$ cat config.mk
export PLATFORM = sky130hd
export DESIGN_NAME = ififo_loader
export DESIGN_NICKNAME = d
export VERILOG_FILES = /design/src/rtl/ififo_loader_pkg.sv /design/src/rtl/ififo_loader_skid.sv /design/src/rtl/ififo_loader.sv
export SDC_FILE = /design/constraint.sdc
export NUM_CORES = 1
export LEC_CHECK = 0
export ABC_AREA = 1
export BUFFER_PORTS_ARGS = -buffer_cell sky130_fd_sc_hd__buf_2
export CAP_MARGIN = 25
export CORE_MARGIN = 5
export CORE_UTILIZATION = 45
export CTS_CLUSTER_SIZE = 28
export DETAILED_ROUTE_END_ITERATION = 12
export HOLD_SLACK_MARGIN = 0.08
export PLACE_DENSITY = 0.72
export SYNTH_ARGS = -nofsm -noshare
export SYNTH_HDL_FRONTEND = slang
export SYNTH_SLANG_ARGS = --single-unit
$ cat constraint.sdc
create_clock -name clk -period 7.1 [get_ports clk]
set_input_delay 0 -clock clk [delete_from_list [all_inputs] [get_ports clk]]
set_output_delay 0 -clock clk [all_outputs]
set_load 0.005 [all_outputs]
$ cat src/rtl/ififo_loader_pkg.sv
// ififo_loader_pkg: shared state encoding and default widths for the
// activation-SRAM to input-FIFO loader.
package ififo_loader_pkg;

    localparam int ROW_DEF    = 8;
    localparam int BW_DEF     = 4;
    localparam int ADDR_W_DEF = 11;
    localparam int LEN_W_DEF  = 11;

    localparam logic [1:0] IDLE = 2'd0;
    localparam logic [1:0] RUN  = 2'd1;
    localparam logic [1:0] DONE = 2'd2;

    typedef enum logic [1:0] {
        ST_IDLE = IDLE,
        ST_RUN  = RUN,
        ST_DONE = DONE
    } state_e;

endpackage

$ cat src/rtl/ififo_loader_skid.sv
// ififo_loader_skid: one-entry holding register that catches an SRAM
// return word when the FIFO is full, and hands it back when drained.
module ififo_loader_skid
    import ififo_loader_pkg::*;
#(
    parameter int W = ROW_DEF * BW_DEF
) (
    input  logic         clk,
    input  logic         reset,
    input  logic         load,
    input  logic [W-1:0] load_data,
    input  logic         drain,
    output logic         valid,
    output logic [W-1:0] data
);

    logic         valid_q, valid_d;
    logic [W-1:0] data_q, data_d;

    // Load wins over drain; the loader never requests both in one cycle.
    always_comb begin
        valid_d = valid_q;
        data_d  = data_q;
        if (drain) begin
            valid_d = 1'b0;
        end
        if (load) begin
            valid_d = 1'b1;
            data_d  = load_data;
        end
    end

    // Holding register state.
    always_ff @(posedge clk) begin
        if (reset) begin
            valid_q <= 1'b0;
            data_q  <= '0;
        end else begin
            valid_q <= valid_d;
            data_q  <= data_d;
        end
    end

    assign valid = valid_q;
    assign data  = data_q;

endmodule

$ cat src/rtl/ififo_loader.sv
// ififo_loader: reads len consecutive vectors from the activation SRAM,
// starting at base_addr, and writes them in order into the input FIFO.
// A one-entry skid buffer absorbs the SRAM's 1-cycle read latency when the
// FIFO raises full, so nothing is dropped or reordered.
// Optional build macro IFIFO_LOADER_STALL_CNT_EN adds a 16-bit saturating
// stall_cnt output counting RUN cycles with fifo_full high.
//
// state | meaning
// IDLE  | waiting for start; outputs quiet
// RUN   | issuing reads and writing the FIFO until all len vectors written
// DONE  | one-cycle done pulse, then back to IDLE
module ififo_loader
    import ififo_loader_pkg::*;
#(
    parameter int row    = ROW_DEF,
    parameter int bw     = BW_DEF,
    parameter int addr_w = ADDR_W_DEF,
    parameter int len_w  = LEN_W_DEF
) (
    input  logic                clk,
    input  logic                reset,
    input  logic                start,
    input  logic [addr_w-1:0]   base_addr,
    input  logic [len_w-1:0]    len,
    output logic                busy,
    output logic                done,
    output logic                mem_cen,
    output logic                mem_wen,
    output logic [addr_w-1:0]   mem_addr,
    input  logic [row*bw-1:0]   mem_q,
    input  logic                fifo_full,
    output logic                fifo_wr,
    output logic [row*bw-1:0]   fifo_in
`ifdef IFIFO_LOADER_STALL_CNT_EN
    ,
    output logic [15:0]         stall_cnt
`endif
);

    state_e              state_q, state_d;
    logic [addr_w-1:0]   base_q, base_d;
    logic [len_w-1:0]    len_q, len_d;
    logic [len_w-1:0]    issued_q, issued_d;
    logic [len_w-1:0]    written_q, written_d;
    logic                rd_pend_q, rd_pend_d;
    logic                busy_q, busy_d;
    logic                done_q, done_d;

    logic                issue;
    logic                wr_skid;
    logic                wr_direct;
    logic                skid_load;
    logic                skid_valid;
    logic [row*bw-1:0]   skid_data;

    ififo_loader_skid #(
        .W (row*bw)
    ) u_skid (
        .clk       (clk),
        .reset     (reset),
        .load      (skid_load),
        .load_data (mem_q),
        .drain     (wr_skid),
        .valid     (skid_valid),
        .data      (skid_data)
    );

    // Read issue and write path; the fifo_full path is deliberately
    // combinational. A draining skid frees the slot for this cycle's read,
    // so a single full cycle costs exactly one cycle of throughput.
    always_comb begin
        wr_skid   = skid_valid && !fifo_full;
        wr_direct = rd_pend_q && !skid_valid && !fifo_full;
        skid_load = rd_pend_q && fifo_full;
        issue     = (state_q == ST_RUN) && (issued_q < len_q) && !fifo_full
                    && (!skid_valid || wr_skid);
        fifo_wr   = wr_skid || wr_direct;
        fifo_in   = skid_valid ? skid_data : mem_q;
        mem_cen   = !issue;
        mem_wen   = 1'b1;
        mem_addr  = issue ? (base_q + addr_w'(issued_q)) : '0;
    end

    // Next-state, counters and registered status outputs.
    always_comb begin
        state_d   = state_q;
        base_d    = base_q;
        len_d     = len_q;
        issued_d  = issued_q + len_w'(issue);
        written_d = written_q + len_w'(fifo_wr);
        rd_pend_d = issue;
        case (state_q)
            ST_IDLE: begin
                if (start) begin
                    base_d    = base_addr;
                    len_d     = len;
                    issued_d  = '0;
                    written_d = '0;
                    state_d   = (len != '0) ? ST_RUN : ST_DONE;
                end
            end
            ST_RUN: begin
                if (written_d == len_q) begin
                    state_d = ST_DONE;
                end
            end
            ST_DONE: begin
                state_d = ST_IDLE;
            end
            default: begin
                state_d = ST_IDLE;
            end
        endcase
        busy_d = (state_d != ST_IDLE);
        done_d = (state_d == ST_DONE);
    end

    // Single state register for the FSM, counters and outputs.
    always_ff @(posedge clk) begin
        if (reset) begin
            state_q   <= ST_IDLE;
            base_q    <= '0;
            len_q     <= '0;
            issued_q  <= '0;
            written_q <= '0;
            rd_pend_q <= 1'b0;
            busy_q    <= 1'b0;
            done_q    <= 1'b0;
        end else begin
            state_q   <= state_d;
            base_q    <= base_d;
            len_q     <= len_d;
            issued_q  <= issued_d;
            written_q <= written_d;
            rd_pend_q <= rd_pend_d;
            busy_q    <= busy_d;
            done_q    <= done_d;
        end
    end

    assign busy = busy_q;
    assign done = done_q;

`ifdef IFIFO_LOADER_STALL_CNT_EN
    logic [15:0] stall_q, stall_d;

    // Saturating count of RUN cycles lost to a full FIFO; an accepted start clears it.
    always_comb begin
        stall_d = stall_q;
        if (state_q == ST_IDLE && start) begin
            stall_d = '0;
        end else if (state_q == ST_RUN && fifo_full && stall_q != 16'hFFFF) begin
            stall_d = stall_q + 16'd1;
        end
    end

    // Stall counter register.
    always_ff @(posedge clk) begin
        if (reset) begin
            stall_q <= '0;
        end else begin
            stall_q <= stall_d;
        end
    end

    assign stall_cnt = stall_q;
`endif

endmodule
==> results of run 1 <==
## critical path, stage by stage (launching register included)
cell and delay [ns]:
dfxtp_1 0.35, inv_1 0.09, ha_1 0.31, a21oi_1 0.14, o21ai_0 0.14, nand3_1 0.11, nand4_2 0.32, inv_1 0.24
ha_1 0.23, ha_1 0.20, inv_1 0.05, nor2_1 0.16, nand2_1 0.08, nor2_1 0.15, nand3_1 0.13, nand3b_1 0.18
inv_1 0.07, o21ai_0 0.07, a21oi_1 0.13
## cell usage after synthesis
master / number / area share, %
nand3b_1: 2 / 0.35
and3_1: 1 / 0.14
nor2_1: 67 / 5.8
nand3_2: 1 / 0.23
nor3_1: 2 / 0.23
clkbuf_1: 22 / 1.9
or2_2: 4 / 0.58
a21oi_1: 77 / 8.9
buf_4: 1 / 0.17
a21o_1: 1 / 0.17
inv_2: 1 / 0.086
xor2_1: 5 / 1.0
xnor2_1: 4 / 0.81
nand3_1: 37 / 4.3
fa_1: 1 / 0.46
o21ai_0: 98 / 11
o2111ai_1: 1 / 0.20
ha_1: 24 / 6.9
nor2_4: 1 / 0.26
nand2_1: 106 / 9.2
inv_1: 74 / 6.4
o21bai_1: 2 / 0.35
dfxtp_1: 82 / 38
buf_1: 2 / 0.17
conb_1: 1 / 0.086
nand4_2: 1 / 0.29
nor2_2: 3 / 0.43
nand4_1: 6 / 0.87
nor4_1: 2 / 0.29
o21a_1: 1 / 0.17
clkinv_1: 1 / 0.086
## area by class of cell
type	instances	area, um^2	area share [%]
flip-flops and latches	82	1643	28.61
clock buffers	10	127.6	2.223
well taps	129	161.4	2.811
multi-input cells	448	2311	40.25
inverters	76	285.3	4.968
repair buffers	165	1124	19.57
clock inverters	6	90.09	1.569
## state kept, by name, summed over array words and instances (netlist names), 2 cells and up
signal and count:
state_q 2, u_skid.data 32, base_q 11, len_q 11, issued_q 11, written_q 11
## power by group
part	total (uW)	internal [uW]	leakage (uW)	switching [uW]
clock network	376	200	0.000107	177
logic	158	72.9	0.00182	84.7
registers	492	479	0.000668	12.8
## logic make-up (layout without fill, tap and decap cells)
kind of cell / Yosys count / count (layout)
and+or+nand+nor: 233 / 233
AOI/OAI and AO/OA: 180 / 180
buffers and inverters: 101 / 257
DFF: 82 / 82
adders and majority gates: 25 / 25
xor gates and xnor gates: 9 / 9
other: 1 / 1
## path summary, 6_finish.rpt
| kind | endpoint | slack [ns] | start | cells past startpoint |
|---|---|---|---|---|
| setup / recovery | issued_q[10]$_SDFF_PP0_ | 3.88 | len_q[2]$_SDFFE_PP0P_ | 18 |
| hold / removal | u_skid.data[17]$_SDFFE_PP0P_ | 0.43 | mem_q[17] | 4 |
| setup reg to reg | issued_q[10]$_SDFF_PP0_ | 3.88 | len_q[2]$_SDFFE_PP0P_ | 18 |
| hold reg to reg | base_q[2]$_SDFFE_PP0P_ | 0.50 | base_q[2]$_SDFFE_PP0P_ | 2 |
## stage by stage
stage               cells  util, %
floorplan             631        -
global placement      842    53.00
detailed placement    842    53.00
CTS                   916    61.56
global route          916    61.56
finish                916    61.56
## layout by cell type, fill, tap and decap left out, drive strengths merged
cell type	instances
buf	107
nand2	106
o21ai	98
dfxtp	82
a21oi	77
inv	76
nor2	71
dlygate4sd3	58
nand3	38
ha	24
clkbuf	10
nand4	7
xor2	5
xnor2	4
or2	4
clkinv	3
o21bai	2
nand3b	2
nor4	2
nor3	2
bufinv	2
a21o	1
o21a	1
o2111ai	1
and3	1
fa	1
conb	1
clkinvlp	1
## metal layers
layer | share of wire (%) | vias up
met5 | 0 | -
met4 | 1.7 | 0
met3 | 6.2 | 22
met2 | 48 | 154
met1 | 44 | 2116
li1 | - | 2375
==> results, run 1 <==
- The synthesized-area fraction occupied by ao, oa, aoi and oai cells is between 20% and 30%.
- Of the total synthesized cell area, the portion taken by full adders, half adders and majority gates is about 7.4%.
- The final layout net count is between 800 and 900.
- The wire length after detailed routing is approximately 12000 um.
- In the post-route analysis, the smallest setup slack over all paths is 3.880 ns.
- The average footprint of a synthesized cell is around 7 um^2.
- The first-pass GRT wire length is slightly above 20000 um.
- The total iterations of the first detailed-routing run is 4.
- The nature of the critical path endpoint is a flip-flop.
- Fill cells in the final layout number 840.
- The combined area of all synthesized cells is between 4000 and 5000 um^2.
- The run finished with clean final reports.
- STA classifies the critical path startpoint as a flip-flop.
- The largest family of logic cells by synthesized area is simple AND/OR/NAND/NOR gates.
- The total power density per cell area is about 180 nW/um^2.
- The sequential-to-total area share from yosys stat is around 38%.
- In this run the remaining antenna-violating nets after routing total 0.
- The per-cell routed wire length is between 10 and 15 um.
- The peak supply drop is 0.1134 mV.
- After global routing, the most crowded layer is met2.
- The data required time at the worst endpoint is approximately 7.4 ns.
- Setup repair after global routing left no endpoint under its margin.
- In the routed design, unresolved DRC markers number 0.
- Along the worst path, the maximum fanout reaches 10.
- Clock skew on the completed layout was measured at ~0.011 ns.
- The largest net degree at the start of global routing is 66.
- The number of clock sinks is approximately 80.
- The cell at the root of the clock tree is clkbuf_8.
- The number of gates resized after CTS was 0.
- The cell area reported after detailed placement is a little under 5000 um^2.
- The pre-CTS setup slack is 3.926 ns.
- The sum of net half-perimeters after detailed placement is ~8000 um.
- Total power for the finished layout comes to between 1000 and 1500 uW.
- The number of hold-repair buffers added at the cts stage is 58.
- The via count of the first global-routing pass is about 4600.
- The total congestion overflow after global routing is 0.
- In this run the horizontal extent of the chip is roughly 110 um.
- The proportion of synthesized area in mux cells is 0%.
- The repair_antennas step left the layout with diodes totalling 0.
- The via count normalized by instance count is between 5 and 6.
- The simple-gate portion of the synthesized area is approximately 23%.
- During placement, the flow inserted port buffers numbering 104.
- The worst hold margin is 0.4296 ns.
- In the global route stage, met2 resource usage came out at roughly 38%.
- The initialized floorplan defines 35 standard-cell rows.
- In this run the vertical extent of the chip is between 100 and 150 um.
- The core region is about 9300 um^2.
- Clock-pin slew was measured on the worst setup and hold paths at approximately 0.090 ns.
- TritonCTS built the clock tree.
- In this run, distinct cell masters in the synthesized netlist total 31.
- The warning count from the yosys run is 0.
- The die area is 11700 um^2.
- The initial core utilization is ~46%.
- After routing the design area is about 5700 um^2.
- The clock latency on the worst-skew pair is between 0.3 and 0.4 ns.
- For met1 alone, demand over resource in global routing was 26.70%.
- Subtracting the final worst setup slack from the clock period gives about 3.2 ns.
- TritonCTS created 9 clock buffers.
- The initial antenna violation count is 0.
- The classification of the worst setup path is reg2reg.
- After technology mapping, the gate count stands at 631.
- The normalized max-slew margin is about 33%.
- The synthesized net count is roughly 700.
- After layout, the worst path uses a little under half of the clock period.
- The final hold violation count is 0.
- Global routing used about 22% of the available tracks across all layers.
- The tool flagged a number of max-cap violations equal to 0.
- The class of the tightest hold or removal check is in2reg.
- The top-level I/O count is between 100 and 150.
- The clock passes through at most 2 buffers.
- The number of setup buffers added after CTS is 0.
- Summing the areas of all xor and xnor instances in the mapped netlist gives 1.818% of the synthesized area.
- The layout-stage area growth over the synthesis result is 32.44%.
- The final max-slew violation count is 0.
- Summing over every cut layer, the via total after detailed routing is approximately 4700.
- The share of post-route cells with drive strength above 1 is 17.03%.
- The static power due to leakage is about 0.0026 uW.
- Global routing consumed, on the met3 layer, around 4.7% of the routing resources.
- The count of endpoints failing setup in the final report is 0.
- The arrival time of the worst setup path is 3.50 ns.
- The final RePlAce weighted congestion is between 0.9 and 1.
- After the first detailed-routing iteration, the DRC count stood at around 260.
- The transition time at the pin with the least slew margin is a little over 1 ns.
- The maximum level of the CTS H-tree is 3.
- For this run, the top clock speed supported by timing is between 300 and 400 MHz.
- The sum of negative setup slack is 0 ns.
- The post-synthesis sequential element count is 82.
No activity file was read; power rests on OpenSTA's default activity.
==> inputs of run 2 (changes only) <==
==> constraint.sdc (replaced) <==
create_clock -name clk -period 3.1 [get_ports clk]
set_input_delay 0 -clock clk [delete_from_list [all_inputs] [get_ports clk]]
set_output_delay 0 -clock clk [all_outputs]
set_load 0.005 [all_outputs]
==> run 2 against run 1 <==
Wire length decreased by 2.2%. Via count up 0.36%. Clock skew hardly changed. Global-route usage decreased by 0.34 points. Core utilization shrank 0.28 points. Combinational power increased by 130%. Sequential power grew 130%. First-iteration DRC count is 18% lower. Die area unchanged. Largest cell class unchanged. Setup slack lost 3.5 ns. Worst hold slack better by 0.0022 ns. Clock power increased by 83%.
==> results, run 2 (same netlist as run 1, synthesis figures left out) <==
- TritonCTS built the clock tree.
- The clock network fraction of total power is 31.6% (-5.1 points).
- The chip height is 108.2 um (unchanged).
- The leading cell type in the layout, fill and taps excluded is nand2_1.
- The library cell appearing most often on the critical path is inv_1.
- The met3 usage is 5.970% (+1.3 points).
- Setup repair after global routing left no endpoint under its margin.
- The shortest period the worst path allows is 2.742 ns (-0.4782 ns).
- The post-detailed-route DRC marker count came to 0 (unchanged).
- The arrival time of the worst setup path came to 3.02 ns (-0.48 ns).
- The total power density per cell area came to 380.9 nW/um^2 (+110%).
- The maximum level of the CTS H-tree is 3 (unchanged).
- The DRC marker count from the first detailed-route iteration is 209 (-18%).
- The per-cell routed wire length is 13.03 um (-2.5%).
- The number of CTS-inserted buffers was 9 (unchanged).
- The number of clock sinks is 82 (unchanged).
- The sum of net half-perimeters after detailed placement was 8259 um (+0.86%).
- The sum of negative setup slack was 0 ns (unchanged).
- The clock latency on the worst-skew pair is 0.35 ns (about the same).
- Relative to the synthesized area, the layout overhead comes to 31.83%.
- The flip-flop count of the largest register, all copies and words added came to 32 (unchanged).
- The largest incremental delay on the critical path came to 0.34 ns (about the same).
- The initial core utilization is 46.48% (unchanged).
- The initial antenna violation count came to 0 (unchanged).
- The total iterations of the first detailed-routing run is 5 (+1).
- The via count of the first global-routing pass is 4530 (-0.70%).
- The internal power of the cells is 1559 uW (+110%).
- The met2 global-route usage is 37.03% (-0.62 points).
- The achievable frequency came to 364.7 MHz (+17%).
- The final RePlAce weighted congestion is 0.9041 (-3.5%).
- The normalized max-slew margin is 51.61% (+19 points).
- The setup clock skew after layout was 0.01079 ns (+0.0000001000 ns).
- The final hold violation count is 0 (unchanged).
- The area of all sequential standard cells is 1643 um^2 (unchanged).
- The largest net degree at the start of global routing is 65 (-1.5%).
- The total congestion overflow after global routing was 0 (unchanged).
- The data required time at the worst endpoint was 3.37 ns (-4.01 ns).
- The die area is 11700 um^2 (unchanged).
- The peak fanout along the critical path is 5 (-5).
- The net switching power of the design is 618.6 uW (+130%).
- The via count normalized by instance count came to 5.102 (+0.15%).
- The share of the clock period used by the worst path after layout came to 88.45% (+43 points).
- The width of the chip is 108.2 um (unchanged).
- The number of max-capacitance violations reported was 0 (unchanged).
- The final antenna-violating net count is 0 (unchanged).
- The maximum buffer depth of the clock tree is 2 (unchanged).
- The fraction of met1 tracks used by global routing is 25.70% (-1.0 points).
- The peak supply drop is 0.2378 mV (+110%).
- The standard cell core area came to 9328 um^2 (unchanged).
- The clock-pin transition on the worst setup and hold timing paths is 0.09 ns (about the same).
- The antenna cell count was 0 (unchanged).
- The final layout net count is 867 (+0.23%).
- The static power due to leakage is 0.002586 uW (-0.46%).
- The classification of the worst setup path is reg2reg.
- met2 is the most crowded layer.
- The top-level I/O count came to 106 (unchanged).
- The area taken by multi-input logic gates is 2318 um^2 (+0.32%).
- The fraction of power consumed by sequential logic is 51.5% (+3.6 points).
- In the layout the commonest cells are nand2_1 (106), buf_2 (104), o21ai_0 (98).
- The nature of the critical path endpoint is a flip-flop.
- The number of buffers added on ports is 104 (unchanged).
- The first-pass GRT wire length is 20260 um (-1.6%).
- The number of vias in the routed layout is 4684 (+0.36%).
- The row count was 35 (unchanged).
- The count of endpoints failing setup in the final report was 0 (unchanged).
- The startpoint kind of the worst setup timing path is a flip-flop.
- The total global routing track utilization came to 21.26% (-0.34 points).
- The transition time at the pin with the least slew margin came to 0.7251 ns (-0.2847 ns).
- The slowest cell on the critical path is dfxtp_1.
- The power share of the combinational group is 16.9% (+1.5 points).
- The tree is rooted in a clkbuf_8.
- The final design instance area without fill came to 5715 um^2 (-0.46%).
- The final max-slew violation count came to 0 (unchanged).
- The share of post-route cells with drive strength above 1 is 17.74% (+0.72 points).
- In this run the worst hold path is classified as in2reg.
- The flow ran to the end, and the final reports show no timing, DRC or antenna violations.
- The switching power as a share of total power is 28.41% (+1.7 points).
- The wire length after detailed routing is 11960 um (-2.2%).
- The cell area reported after detailed placement came to 4959 um^2 (+0.30%).
- The critical path goes through inv_1, ha_1, a21oi_1, o21ai_0, nand3_1, nand4_2, inv_2, ha_2, ha_1, inv_1, nor2_2, nand2_1, nor2_2, nand3_1, nand3b_1, inv_1, o21ai_0, a21oi_1.
- The final-layout fill cell count is 821 (-2.3%).
==> run 2: cell count changes in the layout (fill, tap and decap cells not counted), moves of 2 or more <==
cell	previous run	this run
buf_4	3	5
nor2_2	3	5
nor2_1	67	65
clkinv_2	1	3
bufinv_16	2	0
==> run 2: final cells by class <==
class / count / share of cell area [%]
Sequential cell: 82 / 28.74
Clock buffer: 10 / 2.233
Timing Repair Buffer: 167 / 19.92
Inverter: 76 / 4.991
Clock inverter: 6 / 0.7224
Tap cell: 129 / 2.824
Multi-Input combinational cell: 448 / 40.56
==> run 2: through the flow <==
step / instances / power, uW / utilization, % / worst slack (ns) / hold slack (ns)
after floorplan: 631 / 1326 / - / 0.4334 / 0.04053
after global placement: 844 / 1442 / 53.16 / 0.3631 / 0.2433
after detailed placement: 844 / 1450 / 53.16 / 0.2692 / 0.2537
after CTS: 918 / 2195 / 61.19 / 0.2437 / 0.4108
after global routing: 918 / 2294 / 61.27 / 0.01149 / 0.4261
final: 918 / 2177 / 61.27 / 0.3579 / 0.4318
==> run 2: repair_timing <==
action,4_1_cts,5_1_grt
resized for setup,0,4
endpoints found under the setup margin,0,2
hold buffers,58,0
hold endpoints to repair,60,0
setup buffers,0,0
==> run 2: path summary, 6_finish.rpt <==
check                         start                            to  slack (ns)  cells after the start
max           len_q[2]$_SDFFE_PP0P_       issued_q[10]$_SDFF_PP0_        0.36                     18
max reg2reg   len_q[2]$_SDFFE_PP0P_       issued_q[10]$_SDFF_PP0_        0.36                     18
min                       mem_q[17]  u_skid.data[17]$_SDFFE_PP0P_        0.43                      4
min reg2reg  base_q[9]$_SDFFE_PP0P_        base_q[9]$_SDFFE_PP0P_        0.50                      2
==> run 2: worst max-delay path, delay by kind of cell, from the launching register on <==
kind                     cells  cell delay (ns)
adder cells (fa/ha/maj)      3             0.69
buffers and inverters        4             0.33
flip-flops                   1             0.34
AO/OA/AOI/OAI                4             0.47
AND/OR/NAND/NOR              7             0.86
==> run 2: power groups by stage <==
stage | clock [uW] | combinational [uW] | sequential, uW
final | 688 | 368 | 1120
after global routing | 752 | 415 | 1130
after CTS | 711 | 363 | 1120
after detailed placement | 0 | 305 | 1150
after global placement | 0 | 298 | 1140
after floorplan | 0 | 187 | 1140
==> run 2: layer usage <==
layer  routed length (um)  vias up  share of wire [%]
met5                    0        -                  0
met4                  155        0                1.3
met3                  821       15                6.9
met2                 5812      140                 49
met1                 5171     2146                 43
li1                     -     2383                  -
